[src/rtl/mips_hazard_pkg.sv]
// Shared encodings for the MIPS pipeline hazard unit: forwarding-mux selects
// and the memory-wait FSM states.
package mips_hazard_pkg;

   // E-stage operand mux selects
   localparam logic [1:0] FWD_RF  = 2'b00;
   localparam logic [1:0] FWD_WB  = 2'b01;
   localparam logic [1:0] FWD_MEM = 2'b10;

   typedef enum logic {
      IDLE = 1'b0,
      WAIT = 1'b1
   } wait_state_t;

endpackage

[src/rtl/mem_wait_ctr.sv]
// Data-memory wait-state FSM. Holds an access in M for LOAD_LAT cycles by
// raising mem_stall for the first LOAD_LAT-1 of them.
module mem_wait_ctr
   import mips_hazard_pkg::*;
#(
   parameter int LOAD_LAT = 1
) (
   input  logic clk,
   input  logic rst_n,
   input  logic mem_req,
   output logic mem_stall
);

   // Cycles still to wait after the first stalled one
   localparam logic [3:0] CNT_INIT = (LOAD_LAT > 1) ? 4'(LOAD_LAT - 2) : 4'd0;
   localparam bit         HAS_WAIT = (LOAD_LAT > 1);

   wait_state_t state, state_nxt;
   logic [3:0]  cnt, cnt_nxt;

   // State and down-counter registers; reset aborts any wait in progress
   always_ff @(posedge clk or negedge rst_n) begin
      if (!rst_n) begin
         state <= IDLE;
         cnt   <= 4'd0;
      end else begin
         state <= state_nxt;
         cnt   <= cnt_nxt;
      end
   end

   // Next-state and stall decode; requests arriving during WAIT are ignored
   always_comb begin
      state_nxt = state;
      cnt_nxt   = cnt;
      mem_stall = 1'b0;
      case (state)
         IDLE: begin
            if (mem_req && HAS_WAIT) begin
               mem_stall = 1'b1;
               state_nxt = WAIT;
               cnt_nxt   = CNT_INIT;
            end
         end
         WAIT: begin
            if (cnt != 4'd0) begin
               mem_stall = 1'b1;
               cnt_nxt   = cnt - 4'd1;
            end else begin
               state_nxt = IDLE;
            end
         end
         default: state_nxt = IDLE;
      endcase
   end

endmodule

[src/rtl/hazard_unit.sv]
// Pipeline hazard controller for the 5-stage MIPS core: M/W->E forwarding,
// load-use and branch stalls, memory wait states, stall-cycle counter.
// Build option: define BRANCH_FWD_EN to forward the M result into the D-stage
// branch comparator instead of waiting for the producer to reach W.
module hazard_unit
   import mips_hazard_pkg::*;
#(
   parameter int REG_AW      = 5,
   parameter int LOAD_LAT    = 1,
   parameter int STALL_CNT_W = 16
) (
   input  logic                   clk,
   input  logic                   rst_n,
   input  logic [REG_AW-1:0]      rs_d,
   input  logic [REG_AW-1:0]      rt_d,
   input  logic                   branch_d,
   input  logic                   pc_src_d,
   input  logic [REG_AW-1:0]      rs_e,
   input  logic [REG_AW-1:0]      rt_e,
   input  logic [REG_AW-1:0]      write_reg_e,
   input  logic                   reg_write_e,
   input  logic                   mem_to_reg_e,
   input  logic [REG_AW-1:0]      write_reg_m,
   input  logic                   reg_write_m,
   input  logic                   mem_to_reg_m,
   input  logic                   mem_req_m,
   input  logic [REG_AW-1:0]      write_reg_w,
   input  logic                   reg_write_w,
   output logic [1:0]             forward_ae,
   output logic [1:0]             forward_be,
   output logic                   forward_ad,
   output logic                   forward_bd,
   output logic                   stall_f,
   output logic                   stall_d,
   output logic                   stall_e,
   output logic                   stall_m,
   output logic                   flush_d,
   output logic                   flush_e,
   output logic                   flush_w,
   output logic [STALL_CNT_W-1:0] stall_cycles
);

   logic mem_stall;
   logic lu, br;
   logic hit_e, hit_m;

   mem_wait_ctr #(.LOAD_LAT(LOAD_LAT)) u_wait (
      .clk      (clk),
      .rst_n    (rst_n),
      .mem_req  (mem_req_m),
      .mem_stall(mem_stall)
   );

   // E operand forwarding; M is newer than W so it wins, $0 never forwards
   always_comb begin
      forward_ae = FWD_RF;
      forward_be = FWD_RF;
      if (rs_e != '0 && rs_e == write_reg_m && reg_write_m)      forward_ae = FWD_MEM;
      else if (rs_e != '0 && rs_e == write_reg_w && reg_write_w) forward_ae = FWD_WB;
      if (rt_e != '0 && rt_e == write_reg_m && reg_write_m)      forward_be = FWD_MEM;
      else if (rt_e != '0 && rt_e == write_reg_w && reg_write_w) forward_be = FWD_WB;
   end

   assign lu = mem_to_reg_e && write_reg_e != '0 &&
               (write_reg_e == rs_d || write_reg_e == rt_d);

   assign hit_e = write_reg_e != '0 && (write_reg_e == rs_d || write_reg_e == rt_d);
   assign hit_m = write_reg_m != '0 && (write_reg_m == rs_d || write_reg_m == rt_d);

`ifdef BRANCH_FWD_EN
   // ALU results in M are forwarded; only an E producer or an M load stalls
   assign forward_ad = rs_d != '0 && rs_d == write_reg_m && reg_write_m;
   assign forward_bd = rt_d != '0 && rt_d == write_reg_m && reg_write_m;
   assign br = branch_d && ((reg_write_e && hit_e) || (mem_to_reg_m && hit_m));
`else
   // No comparator bypass: wait until the producer is in W (RF writes first half)
   logic unused_mem_to_reg_m;
   assign unused_mem_to_reg_m = mem_to_reg_m;
   assign forward_ad = 1'b0;
   assign forward_bd = 1'b0;
   assign br = branch_d && ((reg_write_e && hit_e) || (reg_write_m && hit_m));
`endif

   // Stage enables/clears; a memory wait freezes E so a pending lu bubble
   // is only inserted once the wait ends. All forced low during reset.
   always_comb begin
      stall_f = rst_n & (lu | br | mem_stall);
      stall_d = stall_f;
      stall_e = rst_n & mem_stall;
      stall_m = stall_e;
      flush_e = rst_n & (lu | br) & ~mem_stall;
      flush_w = rst_n & mem_stall;
      flush_d = rst_n & pc_src_d & ~stall_d;
   end

   // Saturating count of fetch-stall cycles
   always_ff @(posedge clk or negedge rst_n) begin
      if (!rst_n)                             stall_cycles <= '0;
      else if (stall_f && stall_cycles != '1) stall_cycles <= stall_cycles + 1'b1;
   end

endmodule

[config.mk]
export PLATFORM = sky130hd
export DESIGN_NAME = hazard_unit
export DESIGN_NICKNAME = d
export VERILOG_FILES = /design/src/rtl/mips_hazard_pkg.sv /design/src/rtl/mem_wait_ctr.sv /design/src/rtl/hazard_unit.sv
export SDC_FILE = /design/constraint.sdc
export NUM_CORES = 1
export LEC_CHECK = 0
export CORE_MARGIN = 8
export CORE_UTILIZATION = 42
export CTS_CLUSTER_DIAMETER = 60
export CTS_CLUSTER_SIZE = 24
export DETAILED_ROUTE_END_ITERATION = 10
export PLACE_DENSITY = 0.81
export SLEW_MARGIN = 20
export SYNTH_ARGS = -nofsm -noshare
export SYNTH_HDL_FRONTEND = slang
export SYNTH_SLANG_ARGS = --single-unit
export TNS_END_PERCENT = 20
[constraint.sdc]
create_clock -name clk -period 3 [get_ports clk]
set_clock_uncertainty 0.15 [all_clocks]
set_input_delay 0.6 -clock clk [delete_from_list [all_inputs] [get_ports clk]]
set_output_delay 0.6 -clock clk [all_outputs]
set_load 0.01 [all_outputs]
==> impl_metrics.tcl <==
set metrics [dict create \
    outcome "finished clean" \
    slew_headroom 0.5437 \
    worstPathMaxFanout 2 \
    ctsRootBufferMaster "clkbuf_8" \
    postCtsHoldBufs 0 \
    clk_pin_slew_ps 70 \
    required_ps 2250 \
    drc 0 \
    drtAntennaViolNets 0 \
    yosysUniqueCellTypes 34 \
    multi_input_area_um2 1076 \
    placed_cells 305 \
    wl_um 5426 \
    grt_first_pass_wirelength_um 8832 \
    die_area_um2 6086 \
    die_y_um 78.02 \
    place_congestion 0.8567 \
    ioPinCount 74 \
    clock_latency_ps 250 \
    num_antenna_cells 0 \
    tightest_slew_ps 679.9 \
    core_um2 3689 \
    timing.final.max_slew_violations 0 \
    layout_commonest_cell "clkdlybuf4s50_1" \
    final_cell_mix "50 x clkdlybuf4s50_1, 39 x xnor2_1, 22 x buf_4, 21 x dfrtp_1, 18 x xor2_1" \
    initial_utilization 0.4379 \
    hold_violations 0 \
    r2r-start "stall_cycles[0]" \
    fin_area_um2 2557 \
    rrSetupSlack_ps 490 \
    critPathLaunchType "input pin" \
    max_freq_ghz 0.3453 \
    seq_area_um2 525.5 \
    grt.total_usage 0.1734 \
    firstDrtPassIters 5 \
    drive_gt1_frac 0.1673 \
    syn_inst 178 \
    post-route-period-util 0.9655 \
    syn_area_um2 1615 \
    final-instance-count-excl-fill 311 \
    num_vias 1639 \
    syn_avg_cell_area_um2 9.075 \
    worstPathArrival_ps 2150 \
    place_area_um2 2444 \
    placementRows 22 \
    leakage_nw 1.148 \
    min_path_type "flop to flop" \
    rsz0062_at_grt "false" \
    viasPerCell 5.270 \
    maxCapViolations 0 \
    grt_overflow 0 \
    finalCoreUtilization 0.6934 \
    setup_viol 0 \
    first_iter_violations 84 \
    worstSetupPathType "input pin to primary output" \
    yosys_register_bits 21 \
    power_density_nw_per_um2 304.3 \
    numCtsBuffers 3 \
    cts.path.max_buffers 2 \
    regToRegEndpoint "stall_cycles[1]" \
    fillers 302 \
    min-delay-start "u_wait.cnt[3]" \
    clkSinkCount 21 \
    hold_slack_ps 343.8 \
    worst_setup_path_end_kind "primary output" \
    min_period_ps 2896 \
    nNetsFinal 311 \
    cts_max_level 1 \
    ys_seq_area_frac 0.3253 \
    reg2reg_depth 7 \
    grt_max_degree 26 \
    areaGrowthSynthToFinish_pct 58.33 \
    hold-path-cell-count 1 \
    fp.dieW_um 78.02 \
    hold_path_end "u_wait.cnt[3]" \
    grt_pass1_vias 1723 \
    wl_per_cell_um 17.45 \
    antenna_found_initial 0 \
    yosysWarnings 0 \
    irDropWorstVdd_mv 0.3222 \
    hpwlAfterDp_um 4149 \
    place.port_buffers 69 \
    cts_tree "yes" \
]
## worst max path at each step
stage | from | to | cells after the start
4_1_cts | rs_e[1] | forward_ae[0] | 6
5_1_grt | write_reg_e[4] | stall_d | 8
2_1_floorplan | write_reg_m[1] | stall_f | 7
3_3_place_gp | write_reg_m[0] | flush_d | 6
3_5_place_dp | write_reg_m[0] | flush_d | 6
6_report | rs_e[1] | forward_ae[0] | 6
## timing repair
item	CTS	global route
pin swaps	5	10
endpoints found under the setup margin	8	6
resized for setup	37	16
setup buffers	1	1
## logic make-up after synthesis
logic type | Yosys count | share of synthesized area
other | 1 | 0.002322
AO/OA/AOI/OAI | 11 | 0.05577
adder cells (fa/ha/maj) | 2 | 0.01549
AND/OR/NAND/NOR | 70 | 0.2285
multiplexers | 1 | 0.006971
buffers and inverters | 15 | 0.05654
flip-flops | 21 | 0.3253
XOR/XNOR | 57 | 0.3091
## synthesized netlist by cell type (all sizes together)
| master | instances | area share |
|---|---|---|
| nor4 | 6 | 0.023 |
| ha | 2 | 0.015 |
| nor3 | 10 | 0.031 |
| nand3b | 1 | 0.0046 |
| a21oi | 2 | 0.0062 |
| or4 | 2 | 0.0093 |
| a311oi | 1 | 0.0054 |
| a221oi | 1 | 0.016 |
| nand3 | 10 | 0.031 |
| o22ai | 2 | 0.0077 |
| dfrtp | 21 | 0.33 |
| nand4 | 7 | 0.027 |
| or3 | 1 | 0.0039 |
| xnor2 | 39 | 0.21 |
| and3 | 2 | 0.0077 |
| mux2 | 1 | 0.0070 |
| nor3b | 2 | 0.0093 |
| o21ai | 3 | 0.0093 |
| nor4b | 1 | 0.0054 |
| nand2 | 16 | 0.037 |
| inv | 4 | 0.0093 |
| buf | 8 | 0.040 |
| and4 | 2 | 0.011 |
| clkbuf | 3 | 0.0070 |
| o311a | 1 | 0.0062 |
| nand4b | 1 | 0.0054 |
| nor2 | 9 | 0.022 |
| a22oi | 1 | 0.0046 |
| conb | 1 | 0.0023 |
| xor2 | 18 | 0.098 |
## power breakdown
part	total, mW	switching, mW	leakage [nW]	internal [mW]
logic	0.278	0.120	0.835	0.158
clock network	0.176	0.0818	0.0228	0.0943
registers	0.325	0.0226	0.290	0.302
total	0.778	0.224	1.15	0.554
## layer usage
metal / wire (um) / GRT usage
met1: 2508 / 0.2391
met2: 2559 / 0.2757
met3: 312 / 0.03303
met4: 46 / 0.03519
met5: 0 / 0
## critical path, stage by stage
cell             delay (ps)
clkdlybuf4s50_1         430
or4_4                   440
nor2_4                  140
nor4_2                   70
nor4_1                  290
buf_2                   190
## final cells by class
cell class              instances  share of cell area
well taps                      48             0.02348
repair buffers                 91              0.3268
multi-input cells             143              0.4207
clock buffers                   4             0.01761
flip-flops and latches         21              0.2055
inverters                       4            0.005871
## per-stage QoR
stage	worst slack, ps	total power [mW]	setup TNS, ps
6_report	103.5	0.7782	0
5_1_grt	1.259	0.8249	0
4_1_cts	-80.90	0.7769	-80.90
3_5_place_dp	-463.8	0.5973	-2945
3_3_place_gp	-468.0	0.5904	-2752
2_1_floorplan	77.43	0.4415	0
## registers in the layout, indices dropped and copies added (netlist names)
register,flops
u_wait.state,1
stall_cycles,16
u_wait.cnt,4
No activity file was read; power rests on OpenSTA's default activity.
